File: src/rtl/alu_arbiter_if.sv
// Bundle for two requesters, the shared ALU and the response port
// of alu_arbiter.
interface alu_arbiter_if #(
  parameter int DATA_W = 5
);
  logic              req0_valid;
  logic              req0_ready;
  logic [DATA_W-1:0] req0_a;
  logic [DATA_W-1:0] req0_b;
  logic [1:0]        req0_op;
  logic              req1_valid;
  logic              req1_ready;
  logic [DATA_W-1:0] req1_a;
  logic [DATA_W-1:0] req1_b;
  logic [1:0]        req1_op;
  logic [DATA_W-1:0] alu_a;
  logic [DATA_W-1:0] alu_b;
  logic [1:0]        alu_op;
  logic [DATA_W-1:0] alu_result;
  logic              alu_carry;
  logic              alu_zero;
  logic              alu_negative;
  logic              rsp_valid;
  logic              rsp_ready;
  logic              rsp_id;
  logic [DATA_W-1:0] rsp_result;
  logic              rsp_carry;
  logic              rsp_zero;
  logic              rsp_negative;
  logic              busy;

  modport slave (
    input  req0_valid, req0_a, req0_b, req0_op,
    input  req1_valid, req1_a, req1_b, req1_op,
    input  alu_result, alu_carry, alu_zero,
    input  alu_negative, rsp_ready,
    output req0_ready, req1_ready,
    output alu_a, alu_b, alu_op,
    output rsp_valid, rsp_id, rsp_result,
    output rsp_carry, rsp_zero, rsp_negative,
    output busy
  );

  modport master (
    output req0_valid, req0_a, req0_b, req0_op,
    output req1_valid, req1_a, req1_b, req1_op,
    output alu_result, alu_carry, alu_zero,
    output alu_negative, rsp_ready,
    input  req0_ready, req1_ready,
    input  alu_a, alu_b, alu_op,
    input  rsp_valid, rsp_id, rsp_result,
    input  rsp_carry, rsp_zero, rsp_negative,
    input  busy
  );
endinterface

File: src/rtl/alu_arbiter.sv
// Two-requester arbiter in front of a shared combinational ALU.
// Define ALU_ARB_RR_EN for round-robin; default is fixed priority.
module alu_arbiter #(
  parameter int DATA_W = 5
) (
  input logic          clk,
  input logic          rst,
  alu_arbiter_if.slave bus
);
  typedef enum logic [1:0] {
    IDLE,
    EXEC,
    RESP
  } state_e;

  state_e state_q, state_d;
  logic [DATA_W-1:0] a_q, a_d;
  logic [DATA_W-1:0] b_q, b_d;
  logic [DATA_W-1:0] res_q, res_d;
  logic [1:0] op_q, op_d;
  logic id_q, id_d;
  logic rid_q, rid_d;
  logic lg_q, lg_d;
  logic busy_q, busy_d;
  logic rv_q, rv_d;
  logic c_q, c_d;
  logic z_q, z_d;
  logic n_q, n_d;
  logic any_v, both_v, gnt, accept;

  assign any_v  = bus.req0_valid | bus.req1_valid;
  assign both_v = bus.req0_valid & bus.req1_valid;

`ifdef ALU_ARB_RR_EN
  assign gnt = both_v ? ~lg_q : bus.req1_valid;
`else
  assign gnt = ~bus.req0_valid;
`endif

  assign accept = (state_q == IDLE) & any_v & ~rst;
  assign bus.req0_ready = accept & ~gnt;
  assign bus.req1_ready = accept & gnt;

  assign bus.alu_a        = a_q;
  assign bus.alu_b        = b_q;
  assign bus.alu_op       = op_q;
  assign bus.rsp_valid    = rv_q;
  assign bus.rsp_id       = rid_q;
  assign bus.rsp_result   = res_q;
  assign bus.rsp_carry    = c_q;
  assign bus.rsp_zero     = z_q;
  assign bus.rsp_negative = n_q;
  assign bus.busy         = busy_q;

  always_comb begin
    state_d = state_q;
    a_d     = a_q;
    b_d     = b_q;
    op_d    = op_q;
    id_d    = id_q;
    lg_d    = lg_q;
    rid_d   = rid_q;
    res_d   = res_q;
    c_d     = c_q;
    z_d     = z_q;
    n_d     = n_q;
    unique case (state_q)
      IDLE: begin
        if (any_v) begin
          a_d     = gnt ? bus.req1_a : bus.req0_a;
          b_d     = gnt ? bus.req1_b : bus.req0_b;
          op_d    = gnt ? bus.req1_op : bus.req0_op;
          id_d    = gnt;
          lg_d    = gnt;
          state_d = EXEC;
        end
      end
      EXEC: begin
        res_d   = bus.alu_result;
        c_d     = bus.alu_carry;
        z_d     = bus.alu_zero;
        n_d     = bus.alu_negative;
        rid_d   = id_q;
        state_d = RESP;
      end
      RESP: begin
        if (bus.rsp_ready) state_d = IDLE;
      end
      default: state_d = IDLE;
    endcase
    busy_d = (state_d != IDLE);
    rv_d   = (state_d == RESP);
  end

  // Reset discards any in-flight operation.
  always_ff @(posedge clk) begin
    if (rst) begin
      state_q <= IDLE;
      a_q     <= '0;
      b_q     <= '0;
      op_q    <= '0;
      id_q    <= 1'b0;
      lg_q    <= 1'b1;
      rid_q   <= 1'b0;
      res_q   <= '0;
      c_q     <= 1'b0;
      z_q     <= 1'b0;
      n_q     <= 1'b0;
      busy_q  <= 1'b0;
      rv_q    <= 1'b0;
    end else begin
      state_q <= state_d;
      a_q     <= a_d;
      b_q     <= b_d;
      op_q    <= op_d;
      id_q    <= id_d;
      lg_q    <= lg_d;
      rid_q   <= rid_d;
      res_q   <= res_d;
      c_q     <= c_d;
      z_q     <= z_d;
      n_q     <= n_d;
      busy_q  <= busy_d;
      rv_q    <= rv_d;
    end
  end
endmodule
File: src/flat_wrapper.sv
// flat-port wrapper written by rule: the top's interface ports become plain ports
module alu_arbiter_flat 
#(
  parameter int DATA_W = 5
)
  (clk, rst, bus_req0_valid, bus_req0_a, bus_req0_b, bus_req0_op, bus_req1_valid, bus_req1_a, bus_req1_b, bus_req1_op, bus_alu_result, bus_alu_carry, bus_alu_zero, bus_alu_negative, bus_rsp_ready, bus_req0_ready, bus_req1_ready, bus_alu_a, bus_alu_b, bus_alu_op, bus_rsp_valid, bus_rsp_id, bus_rsp_result, bus_rsp_carry, bus_rsp_zero, bus_rsp_negative, bus_busy);
  alu_arbiter_if #(.DATA_W(DATA_W)) bus_i ();
  input logic clk;
  input logic rst;
  input wire logic [$bits(bus_i.req0_valid)-1:0] bus_req0_valid;
  input wire logic [$bits(bus_i.req0_a)-1:0] bus_req0_a;
  input wire logic [$bits(bus_i.req0_b)-1:0] bus_req0_b;
  input wire logic [$bits(bus_i.req0_op)-1:0] bus_req0_op;
  input wire logic [$bits(bus_i.req1_valid)-1:0] bus_req1_valid;
  input wire logic [$bits(bus_i.req1_a)-1:0] bus_req1_a;
  input wire logic [$bits(bus_i.req1_b)-1:0] bus_req1_b;
  input wire logic [$bits(bus_i.req1_op)-1:0] bus_req1_op;
  input wire logic [$bits(bus_i.alu_result)-1:0] bus_alu_result;
  input wire logic [$bits(bus_i.alu_carry)-1:0] bus_alu_carry;
  input wire logic [$bits(bus_i.alu_zero)-1:0] bus_alu_zero;
  input wire logic [$bits(bus_i.alu_negative)-1:0] bus_alu_negative;
  input wire logic [$bits(bus_i.rsp_ready)-1:0] bus_rsp_ready;
  output wire logic [$bits(bus_i.req0_ready)-1:0] bus_req0_ready;
  output wire logic [$bits(bus_i.req1_ready)-1:0] bus_req1_ready;
  output wire logic [$bits(bus_i.alu_a)-1:0] bus_alu_a;
  output wire logic [$bits(bus_i.alu_b)-1:0] bus_alu_b;
  output wire logic [$bits(bus_i.alu_op)-1:0] bus_alu_op;
  output wire logic [$bits(bus_i.rsp_valid)-1:0] bus_rsp_valid;
  output wire logic [$bits(bus_i.rsp_id)-1:0] bus_rsp_id;
  output wire logic [$bits(bus_i.rsp_result)-1:0] bus_rsp_result;
  output wire logic [$bits(bus_i.rsp_carry)-1:0] bus_rsp_carry;
  output wire logic [$bits(bus_i.rsp_zero)-1:0] bus_rsp_zero;
  output wire logic [$bits(bus_i.rsp_negative)-1:0] bus_rsp_negative;
  output wire logic [$bits(bus_i.busy)-1:0] bus_busy;
  assign bus_i.req0_valid = bus_req0_valid;
  assign bus_i.req0_a = bus_req0_a;
  assign bus_i.req0_b = bus_req0_b;
  assign bus_i.req0_op = bus_req0_op;
  assign bus_i.req1_valid = bus_req1_valid;
  assign bus_i.req1_a = bus_req1_a;
  assign bus_i.req1_b = bus_req1_b;
  assign bus_i.req1_op = bus_req1_op;
  assign bus_i.alu_result = bus_alu_result;
  assign bus_i.alu_carry = bus_alu_carry;
  assign bus_i.alu_zero = bus_alu_zero;
  assign bus_i.alu_negative = bus_alu_negative;
  assign bus_i.rsp_ready = bus_rsp_ready;
  assign bus_req0_ready = bus_i.req0_ready;
  assign bus_req1_ready = bus_i.req1_ready;
  assign bus_alu_a = bus_i.alu_a;
  assign bus_alu_b = bus_i.alu_b;
  assign bus_alu_op = bus_i.alu_op;
  assign bus_rsp_valid = bus_i.rsp_valid;
  assign bus_rsp_id = bus_i.rsp_id;
  assign bus_rsp_result = bus_i.rsp_result;
  assign bus_rsp_carry = bus_i.rsp_carry;
  assign bus_rsp_zero = bus_i.rsp_zero;
  assign bus_rsp_negative = bus_i.rsp_negative;
  assign bus_busy = bus_i.busy;
  alu_arbiter #(.DATA_W(DATA_W)) u_core (.clk(clk), .rst(rst), .bus(bus_i));
endmodule
File: config.mk
export PLATFORM = sky130hd
export DESIGN_NAME = alu_arbiter_flat
export DESIGN_NICKNAME = d
export VERILOG_FILES = /design/src/rtl/alu_arbiter_if.sv /design/src/rtl/alu_arbiter.sv /design/src/flat_wrapper.sv
export SDC_FILE = /design/constraint.sdc
export NUM_CORES = 1
export LEC_CHECK = 0
export ABC_AREA = 0
export CAP_MARGIN = 20
export CORE_ASPECT_RATIO = 0.5
export CORE_UTILIZATION = 39
export CTS_CLUSTER_SIZE = 40
export DETAILED_ROUTE_END_ITERATION = 10
export PLACE_DENSITY = 0.79
export RECOVER_POWER = 50
export SLEW_MARGIN = 20
export SYNTH_ARGS = -nofsm -noshare
export SYNTH_HDL_FRONTEND = slang
export SYNTH_SLANG_ARGS = --single-unit
File: constraint.sdc
create_clock -name clk -period 2.67 [get_ports clk]
set_clock_uncertainty 0.05 [all_clocks]
set_input_delay 0.534 -clock clk [delete_from_list [all_inputs] [get_ports clk]]
set_output_delay 0.534 -clock clk [all_outputs]
set_load 0.05 [all_outputs]
# Yosys cells after proc, flatten, opt, wreduce, memory -nomap -nowiden
# Index checks and enable logic that the tools add are counted.
# op_classes
bitwise	7
reduce_logical	3
div	0
shifts	0
n_lt_le_gt_ge	0
eq_ne	3
n_addsub	0
mux	6
multipliers	0
# ops
op	n
$mux W5	2
$mux W2	3
$pmux W2 S3	1
$and A1 B1 Y1	4
$eq A2 B2 Y1 const B	2
$eq A2 B1 Y1 const B	1
$logic_not A2 Y1	1
$not A1 Y1	2
$reduce_and A2 Y1	1
$reduce_bool A2 Y1	1
$or A1 B1 Y1	1
# word_totals
reg_bits	26
mem_bits_rw	0
latchBits	0
rom_bits	0
input_bits	37
out_inout_bits	25
memories	0
elab_cells	31

# Longest topological paths before layout
# Gate-level depths: netlist of run 1.
# depth
ltp_word	4
mapped_depth	6

# Worst setup path after synthesis of run 1
# No wires, ideal clock.
# synth_timing
path_type	input port to output port
startpoint	input bus_req0_valid
endpoint	output bus_req0_ready
required_time_ns	2.086
path_buffers	3
slack_ns	0.066
arrival_time_ns	2.020
path_stages	6
path_cell_list	buf_6 nor2_2 or4_4 buf_6 buf_6 nor2_1
# synth_via
elab_chain_cells	4
# synth_rtl
item	line	text
from (decl)	flat_wrapper.sv:10	input wire logic [$bits(bus_i.req0_valid)-1:0] bus_req0_valid;
$or A1 B1 Y1	alu_arbiter.sv:31	assign any_v = bus.req0_valid | bus.req1_valid;
$and A1 B1 Y1 (2 in series)	alu_arbiter.sv:40	assign accept = (state_q == IDLE) & any_v & ~rst;
$and A1 B1 Y1 (*)	alu_arbiter.sv:41	assign bus.req0_ready = accept & ~gnt;
to (decl)	flat_wrapper.sv:23	output wire logic [$bits(bus_i.req0_ready)-1:0] bus_req0_ready;
# Every way passes the cells marked *; elsewhere a longest branch is shown, timed or not.

# Worst setup path after layout of run 1
# layout_timing
startpoint	input bus_req0_valid
endpoint	output bus_req1_ready
# layout_via
elab_chain_cells	4
elab_cells_between_ends	5
# layout_rtl
item	line	text
$or A1 B1 Y1	alu_arbiter.sv:31	
$and A1 B1 Y1 (2 in series)	alu_arbiter.sv:40	
$and A1 B1 Y1 (*)	alu_arbiter.sv:42	assign bus.req1_ready = accept & gnt;
to (decl)	flat_wrapper.sv:24	output wire logic [$bits(bus_i.req1_ready)-1:0] bus_req1_ready;
# Marks and branches as above.

==> flow_summary.rst, run 1 <==
.. list-table::
   :header-rows: 1

   * - Metric
     - Value
   * - IO Count
     - 62
   * - Max rail drop VDD
     - about 0.53 mV
   * - WL final
     - roughly 2.6 mm
   * - Clk pin slew, worst setup/hold paths
     - 90 ps
   * - Setup repair bufs after CTS
     - 0
   * - Avg WL per Cell
     - ~13 µm
   * - Xor and xnor area share after synthesis
     - 0%
   * - Final worst setup slack
     - about 170 ps
   * - Final total negative setup slack
     - 0 ps
   * - Number of H-tree levels
     - 1
   * - Detailed-route via count
     - ~910
   * - Fraction of the core area covered by cells at the end of the flow
     - between 70% and 80%
   * - Initial DRC Count
     - 34
   * - Number of warnings printed during yosys synthesis
     - 0
   * - Number of optimization iterations in the first detailed-route pass
     - 4
   * - Buffer depth of the longest clock path
     - 2
   * - Via count of the first global-routing pass
     - approximately 830
   * - Total of endpoints with negative setup slack in the final report
     - 0
   * - Compound-gate portion of the synthesized area
     - 20.72%
   * - Sequential cell area
     - approximately 520 µm²
   * - Vertical die dimension
     - 38.49 µm
   * - Diode count
     - 0
   * - Filler Cells Inserted
     - between 150 and 200
   * - Count of standard-cell rows
     - 12
   * - Cts bufs inserted
     - 3
   * - Final HPWL DP
     - around 2 mm
   * - Period utilization
     - a little over nine tenths
   * - First-pass GRT wire length
     - a little over 4 mm
   * - Sequential share of the synthesized area
     - between 50% and 60%
   * - Class of the worst hold path
     - flop to flop
   * - Floorplan die width
     - between 70 and 80 µm
   * - Final hold viol count
     - 0
   * - Avg Inst Size Synth
     - between 10 and 15 µm²
   * - Critical-path maximum fanout
     - 3
   * - Area added between synthesis and finish
     - 66.51%
   * - Worst endpoint required time
     - about 2100 ps
   * - Post-Synth Adder-Cell Area
     - 0%
   * - Effective utilization at floorplan
     - 44.06%
   * - Global placer's final weighted congestion
     - ~0.68
   * - Min cycle time layout
     - about 2500 ps
   * - Status
     - finished, final reports clean
   * - Crit path kind
     - input pin to output port
   * - Root buf cell
     - sky130_fd_sc_hd__clkbuf_8
   * - Smallest hold slack
     - 405.6 ps
   * - Transition time at the pin with the least slew margin
     - 764.7 ps
   * - Maximum capacitance violations
     - 0
   * - Post-route DRC violation count
     - 0
   * - Netlist area before placement
     - about 1000 µm²
   * - Net count reported at finish
     - about 200
   * - Initial antenna violation count
     - 0
   * - Clock sink count
     - 26
   * - Share of final-layout standard cells stronger than drive strength 1
     - between 7 and 8%
   * - # resized after CTS
     - 0
   * - Final-report max-slew violation count
     - 0
   * - Setup repair after global routing missed its margin
     - false
   * - Power density normalized to cell area
     - 619.4 nW/µm²
   * - Cts hold-fix bufs
     - 0
   * - Multi-input combinational cell area
     - ~430 µm²
   * - Area of the die
     - between 2000 and 3000 µm²
   * - WP data arrival
     - roughly 1900 ps
   * - Core outline area
     - 2357 µm²
   * - Setup slack at placement
     - around 200 ps
   * - Flop and latch count out of synthesis
     - 26
   * - Number of instances in the synthesized netlist
     - between 100 and 150
   * - Synthesized-area fraction occupied by and/or/nand/nor cells
     - 11.20%
   * - Via count normalized by instance count
     - 4.622
   * - Port Buf Inserts
     - 61
   * - Startpoint type of the worst setup path
     - input pin
   * - GRT Residual Overflow
     - 0
   * - Leakage power
     - 0.6681 nW
   * - Count of cell types in the netlist
     - 17
   * - Share of cell area taken by muxes after synthesis
     - a little under an eighth
   * - Clock tree from TritonCTS
     - yes
   * - CP endpoint kind
     - output port
   * - Dominant combinational cell family by area after synthesis
     - compound AO/OA/AOI/OAI gates
   * - Normalized max-slew margin
     - between 40% and 50%
   * - Antenna-violating nets left
     - 0
   * - Nets in the synthesized netlist
     - roughly 140
   * - Maximum number of pins on one net before global-route repair
     - 16
   * - Insertion delay to the later sink of the worst-skew pair
     - 260 ps
   * - Overall fraction of global-route tracks in use
     - slightly below 20%
   * - Highest Clock Rate
     - ~400 MHz
==> final timing paths <==
path,cells after the start,startpoint,slack [ps],end
hold reg to reg,2,u_core.bus.rsp_result[4],410,u_core.bus.rsp_result[4]
setup reg to reg,3,u_core.state_q[0],950,u_core.bus.alu_b[1]
hold / removal,2,u_core.bus.rsp_result[4],410,u_core.bus.rsp_result[4]
setup / recovery,5,bus_req0_valid,170,bus_req1_ready
==> cell usage after synthesis <==
cell type	instances	area, µm²
sky130_fd_sc_hd__o21ai_0	1	5.000
sky130_fd_sc_hd__clkbuf_1	3	11.26
sky130_fd_sc_hd__a21oi_1	10	50.05
sky130_fd_sc_hd__o2bb2ai_1	7	61.31
sky130_fd_sc_hd__dfxtp_1	26	520.5
sky130_fd_sc_hd__nor2b_1	1	6.260
sky130_fd_sc_hd__buf_6	3	33.78
sky130_fd_sc_hd__nand2b_1	1	6.260
sky130_fd_sc_hd__buf_2	2	10.01
sky130_fd_sc_hd__o31a_1	1	8.760
sky130_fd_sc_hd__nor2_1	5	18.77
sky130_fd_sc_hd__nand2_1	18	67.56
sky130_fd_sc_hd__mux2i_1	12	120.1
sky130_fd_sc_hd__nor2_2	1	6.260
sky130_fd_sc_hd__o2bb2ai_2	6	90.09
sky130_fd_sc_hd__inv_1	3	11.26
sky130_fd_sc_hd__or4_4	1	11.26
==> critical path: stages <==
cell and delay [ps]:
sky130_fd_sc_hd__clkdlybuf4s50_1 480, sky130_fd_sc_hd__nor2_1 70, sky130_fd_sc_hd__or4_1 460, sky130_fd_sc_hd__nor2_1 210
sky130_fd_sc_hd__buf_12 170
==> layout make-up <==
cell class / instances / share of cell area, %
repair buffers: 64 / 37.55
flip-flops and latches: 26 / 30.10
multi-input cells: 64 / 25.04
well taps: 35 / 2.533
clock buffers: 3 / 2.388
clock inverters: 1 / 1.737
inverters: 3 / 0.6512
==> registers in the layout, summed over array words and instances, names as in the netlist <==
register                 flops
u_core.bus.alu_a             5
u_core.bus.alu_b             5
u_core.bus.rsp_result        5
u_core.bus.alu_op            2
u_core.state_q               2
u_core.bus.busy              1
u_core.bus.rsp_carry         1
u_core.bus.rsp_id            1
u_core.bus.rsp_negative      1
u_core.bus.rsp_valid         1
u_core.bus.rsp_zero          1
u_core.id_q                  1
==> logic make-up after synthesis <==
logic type	after synthesis
flops	26
compound gates	25
buf+inv	11
simple gates	27
mux	12
==> routing by layer <==
metal	GRT usage, %	vias up	part of all wire, %
met5	0	-	0
met4	2.830	0	0.53
met3	5.000	2	5.4
met2	34.91	25	48
met1	24.68	413	46
li1	-	466	-
==> power breakdown <==
| group | total, mW | switching, mW | internal [mW] |
|---|---|---|---|
| registers | 0.441 | 0.0190 | 0.422 |
| clock network | 0.315 | 0.115 | 0.200 |
| logic | 0.315 | 0.183 | 0.132 |
| total | 1.07 | 0.317 | 0.754 |
==> through the flow <==
step,cells,power [mW],instance area [µm²]
4_1_cts,196,1.087,1752
2_1_floorplan,101,0.6405,1039
6_report,196,1.071,1729
3_5_place_dp,192,0.7705,1680
3_3_place_gp,192,0.7676,1680
5_1_grt,196,1.118,1729
==> layout by cell type (no fill, tap or decap), drive strengths merged <==
cell type,count
clkbuf,4
inv,3
nor2,6
a21oi,10
o2bb2ai,13
nor2b,1
nand2b,1
mux2i,12
o31a,1
or4,1
buf,4
clkdlybuf4s50,59
bufinv,1
dfxtp,26
nand2,18
o21ai,1
(Power assumes the default switching activity.)
==> run 2, diff against run 1 <==
--- a/config.mk
+++ b/config.mk
@@ -13,6 +13,7 @@
 export DETAILED_ROUTE_END_ITERATION = 10
 export PLACE_DENSITY = 0.79
 export RECOVER_POWER = 50
+export SKIP_CTS_REPAIR_TIMING = 1
 export SLEW_MARGIN = 20
 export SYNTH_ARGS = -nofsm -noshare
 export SYNTH_HDL_FRONTEND = slang
==> results of run 2 <==
Same layout as run 1: the final DEF is identical, and so are final timing and power.
